### src/rtl/cpu_fetch.sv
// cpu_fetch -- instruction-fetch stage of the Rv32H pipeline.
//
// Fetches one 32-bit word per instruction over a request/ready bus. Each word
// is then published to decode as {tag, instruction, pc}. Decode consumes an
// instruction whenever o_tag changes and it is not stalled. After any
// control-flow or system instruction the stage parks until execute returns
// the resolved next PC, so no wrong-path word is ever published.
//
// Ports:
//   i_clock, i_reset         clock (rising edge), async active-high reset
//   i_stall                  downstream cannot take a new tag this cycle
//   i_jump_valid, i_jump_pc  resolved next PC from execute (one-cycle pulse)
//   o_bus_request            instruction bus request
//   o_bus_address            word address of the request, bits [1:0] = 0
//   i_bus_ready, i_bus_rdata read data valid / instruction word
//   o_tag                    increments once per published instruction
//   o_instruction, o_pc      published instruction and its PC
module cpu_fetch #(
    parameter logic [31:0] RESET_VECTOR = 32'h0000_0000,
    parameter int          TAG_WIDTH    = 4
) (
    input  logic                 i_clock,
    input  logic                 i_reset,
    input  logic                 i_stall,
    input  logic                 i_jump_valid,
    input  logic [31:0]          i_jump_pc,
    output logic                 o_bus_request,
    output logic [31:0]          o_bus_address,
    input  logic                 i_bus_ready,
    input  logic [31:0]          i_bus_rdata,
    output logic [TAG_WIDTH-1:0] o_tag,
    output logic [31:0]          o_instruction,
    output logic [31:0]          o_pc
);

    typedef enum logic [1:0] {
        S_FETCH     = 2'd0,
        S_PUBLISH   = 2'd1,
        S_WAIT_JUMP = 2'd2
    } state_t;

    localparam logic [31:0] RESET_PC = RESET_VECTOR & ~32'h3;

    state_t               state_q;
    logic [31:0]          pc_q;
    logic [31:0]          ibuf_q;
    logic                 req_q;
    logic [31:0]          addr_q;
    logic [TAG_WIDTH-1:0] tag_q;
    logic [31:0]          instr_q;
    logic [31:0]          opc_q;

    logic                 halt_d;
    logic [31:0]          pc_inc_d;
    logic [31:0]          jump_pc_d;

    // Branch, JAL, JALR and SYSTEM all leave the next PC unknown to fetch.
    always_comb begin
        halt_d = 1'b0;
        case (ibuf_q[6:0])
            7'b1100011, 7'b1101111, 7'b1100111, 7'b1110011: halt_d = 1'b1;
            default:                                         halt_d = 1'b0;
        endcase
        pc_inc_d  = pc_q + 32'd4;
        jump_pc_d = i_jump_pc & ~32'h3;
    end

    always_ff @(posedge i_clock or posedge i_reset) begin
        if (i_reset) begin
            state_q <= S_FETCH;
            pc_q    <= RESET_PC;
            ibuf_q  <= '0;
            req_q   <= 1'b0;
            addr_q  <= RESET_PC;
            tag_q   <= '0;
            instr_q <= '0;
            opc_q   <= '0;
        end else begin
            case (state_q)
                S_FETCH: begin
                    // Request is idle only on the first cycle after reset;
                    // every later entry into FETCH raises it on the way in.
                    if (!req_q) begin
                        req_q  <= 1'b1;
                        addr_q <= pc_q;
                    end else if (i_bus_ready) begin
                        ibuf_q  <= i_bus_rdata;
                        req_q   <= 1'b0;
                        state_q <= S_PUBLISH;
                    end
                end
                S_PUBLISH: begin
                    if (!i_stall) begin
                        instr_q <= ibuf_q;
                        opc_q   <= pc_q;
                        tag_q   <= tag_q + 1'b1;
                        if (halt_d) begin
                            state_q <= S_WAIT_JUMP;
                        end else begin
                            pc_q    <= pc_inc_d;
                            addr_q  <= pc_inc_d;
                            req_q   <= 1'b1;
                            state_q <= S_FETCH;
                        end
                    end
                end
                S_WAIT_JUMP: begin
                    if (i_jump_valid) begin
                        pc_q    <= jump_pc_d;
                        addr_q  <= jump_pc_d;
                        req_q   <= 1'b1;
                        state_q <= S_FETCH;
                    end
                end
                default: state_q <= S_FETCH;
            endcase
        end
    end

    assign o_bus_request = req_q;
    assign o_bus_address = addr_q;
    assign o_tag         = tag_q;
    assign o_instruction = instr_q;
    assign o_pc          = opc_q;

endmodule

### config.mk
export PLATFORM = sky130hd
export DESIGN_NAME = cpu_fetch
export DESIGN_NICKNAME = d
export VERILOG_FILES = /design/src/rtl/cpu_fetch.sv
export SDC_FILE = /design/constraint.sdc
export NUM_CORES = 1
export LEC_CHECK = 0
export ABC_AREA = 1
export CAP_MARGIN = 5
export CORE_MARGIN = 3
export CORE_UTILIZATION = 50
export CTS_CLUSTER_SIZE = 12
export DETAILED_ROUTE_END_ITERATION = 10
export GPL_ROUTABILITY_DRIVEN = 0
export PLACE_DENSITY = 0.78
export SLEW_MARGIN = 20
export SYNTH_ARGS = -nofsm -noshare
export SYNTH_HDL_FRONTEND = slang
export SYNTH_SLANG_ARGS = --single-unit
export TNS_END_PERCENT = 50
### constraint.sdc
create_clock -name i_clock -period 16.25 [get_ports i_clock]
set_clock_uncertainty 0.05 [all_clocks]
set_input_delay 4.875 -clock i_clock [delete_from_list [all_inputs] [get_ports i_clock]]
set_output_delay 4.875 -clock i_clock [all_outputs]
set_load 0.02 [all_outputs]
==> metrics.txt <==
outcome finished clean; yosys warns 0; Worst VDD drop 0.116 mV; initial antenna violation count 0; Clock Pin Slew Worst Setup and Hold Paths 0.07 ns; share of layout cells above drive strength 1 6.75%; DR DRC count 0; via count 6,943; Critical Path AT 6.94 ns; CTS Buf Count 17; cell count after synthesis 1,018; area grow syn2layout 28.8%; crit end category flop; Avg Synthesized Cell Area 7.78 sq um; CTS root buffer clkbuf_16; CTS tree yes; n_diodes 0; CTS sink count 161; most frequent cells in the layout nand2_1 (483), clkdlybuf4s50_1 (163), dfrtp_1 (161); Routed WL 19,900 um; routed vias/inst 5.02; Final ANT Viol Nets 0; gr usage total 23.3%; Tightest Hold Check Type reg2reg; setup TNS 0 ns; Synth Area in XOR/XNOR 2.08%; # setup viols final 0; kind of critical path in2reg; vias in the first global route 6,586; clock latency on the worst-skew pair 0.43 ns; routed len/inst 14.4 um; mux share of post-synthesis cell area 3.13%; adder-cell share of the synthesized area 0.947%; die area 0.0174 sq mm; Post-synth EDFFs 0; Final min period 6.72 ns; dpl hpwl 13,700 um; Final Cycle Share 41.3%; worst-margin pin slew 1.06 ns; Seq cells post-synth 161; Post-CTS Resized 0; DR iter-0 viols 497; CTS max path bufs 2; PortBufs 163; commonest non-fill, non-tap cell in the layout nand2_1; Die Span Y 132 um; nets@finish 1,234; final core occ 66.4%; RSZ-0062 raised after global routing no; Slew HR 29.0%; pwr/cell area 197 mW/mm^2; Main synth FF type dfrtp_1; first-pass GRT wire length 32,900 um; ys async rst share 100%; H-tree Lvls 4; first-pass iteration count of the detailed router 6; Initial Utilization 51.6%; Core Area 0.0154 sq mm; IO Pins 170; PnR worst setup slack 9.53 ns; setup bufs post-CTS 0; Crit Path Max Fanout 79; cts hold-fix bufs 0; Worst EP required 16.47 ns; Compound-Gate Fraction of Synth Area 8.13%; f_max 149 MHz; synth unique cells 31; Horiz. Die Dim 132 um; Rows 45; pins over their slew limit 0; grt total ovfl 0; largest family of logic cells by synthesized area simple AND/OR/NAND/NOR gates; max_cap viols 0; area of the mapped netlist 0.00793 sq mm; Pleak 0.00486 uW; sequential-to-total area share from yosys stat 50.8%; Hold Fails Final Rpt 0; simple-gate portion of the synthesized area 28.2%; DP Worst Slack 9.08 ns; startpoint types primary input; largest net degree at the start of global routing 100
synth_stat cells (2+ instances only):
library cell  instances  area (sq um)
o21ai_0              63           315
nor2_1               46           173
o21ai_1               4          20.0
clkbuf_8              3          41.3
buf_2                14          70.1
buf_1                 4          15.0
dfrtp_1             161          4030
mux2_2               22           248
nand2_1             483          1810
nand2_2               2          12.5
nor2_4                4          45.0
nor2_2                7          43.8
xnor2_1               2          17.5
xor2_1               15           131
buf_6                 3          33.8
ha_1                  6          75.1
nand3_1              26           130
a21oi_1              57           285
clkbuf_1             18          67.6
buf_4                 8          60.1
inv_1                60           225
cell families after synthesis:
group / after synthesis
AO/OA/AOI/OAI: 127
AND/OR/NAND/NOR: 571
multiplexers: 22
buffers and inverters: 112
XOR/XNOR: 18
other: 1
adder cells (fa/ha/maj): 6
flip-flops: 161
report_power, final:
part           switching, uW  leakage [uW]  internal (uW)
Sequential               105       0.00205            572
Combinational            550       0.00252            373
Clock                    164      0.000293            250
Total                    819       0.00486           1190
critical path, cell delays in order:
cell and delay [ns]:
clkdlybuf4s50_1 0.46, nor2_4 0.54, inv_2 0.34, buf_4 0.42, nand2_1 0.13, o21ai_0 0.10
cell type report:
| type | count | area (sq um) |
|---|---|---|
| clock inverters | 11 | 154 |
| multi-input cells | 748 | 3390 |
| well taps | 211 | 264 |
| clock buffers | 20 | 457 |
| flip-flops and latches | 161 | 4030 |
| fillers | 1298 | 5160 |
| inverters | 61 | 234 |
| repair buffers | 170 | 1680 |
per-stage QoR:
step | power (uW) | instance area (sq um) | cells | hold WS (ns)
after floorplan | 1270 | 7940 | 1021 | 0.394
after global placement | 1580 | 9600 | 1351 | 0.399
after detailed placement | 1600 | 9600 | 1351 | 0.410
after CTS | 2030 | 10200 | 1382 | 0.425
after global routing | 2150 | 10200 | 1382 | 0.441
final | 2010 | 10200 | 1382 | 0.420
routing by layer:
layer / wire [um] / vias up / GRT usage [%]
li1: - / 3440 / -
met1: 8720 / 3225 / 31.2
met2: 9040 / 242 / 36.2
met3: 1700 / 36 / 7.67
met4: 403 / 0 / 7.12
met5: 0 / - / 0
path summary, 6_finish.rpt:
kind | startpoint | slack [ns] | cells after the start | end
setup / recovery | i_stall | 9.53 | 6 | o_pc[19]$_DFFE_PP0P_
hold / removal | ibuf_q[21]$_DFFE_PP0P_ | 0.42 | 2 | o_instruction[21]$_DFFE_PP0P_
setup reg to reg | state_q[0]$_DFFE_PP0P_ | 12.25 | 11 | pc_q[24]$_DFFE_PP0P_
hold reg to reg | ibuf_q[21]$_DFFE_PP0P_ | 0.42 | 2 | o_instruction[21]$_DFFE_PP0P_
max in group asynchronous | i_reset | 9.83 | 3 | pc_q[4]$_DFFE_PP0P_
min in group asynchronous | i_reset | 4.96 | 2 | o_pc[20]$_DFFE_PP0P_
sequential cells by signal, indices dropped and copies added, names as in the netlist:
name           flops
ibuf_q            32
o_bus_address     30
o_bus_request      1
o_instruction     32
o_pc              30
o_tag              4
pc_q              30
state_q            2
No activity file was read; power rests on OpenSTA's default activity.
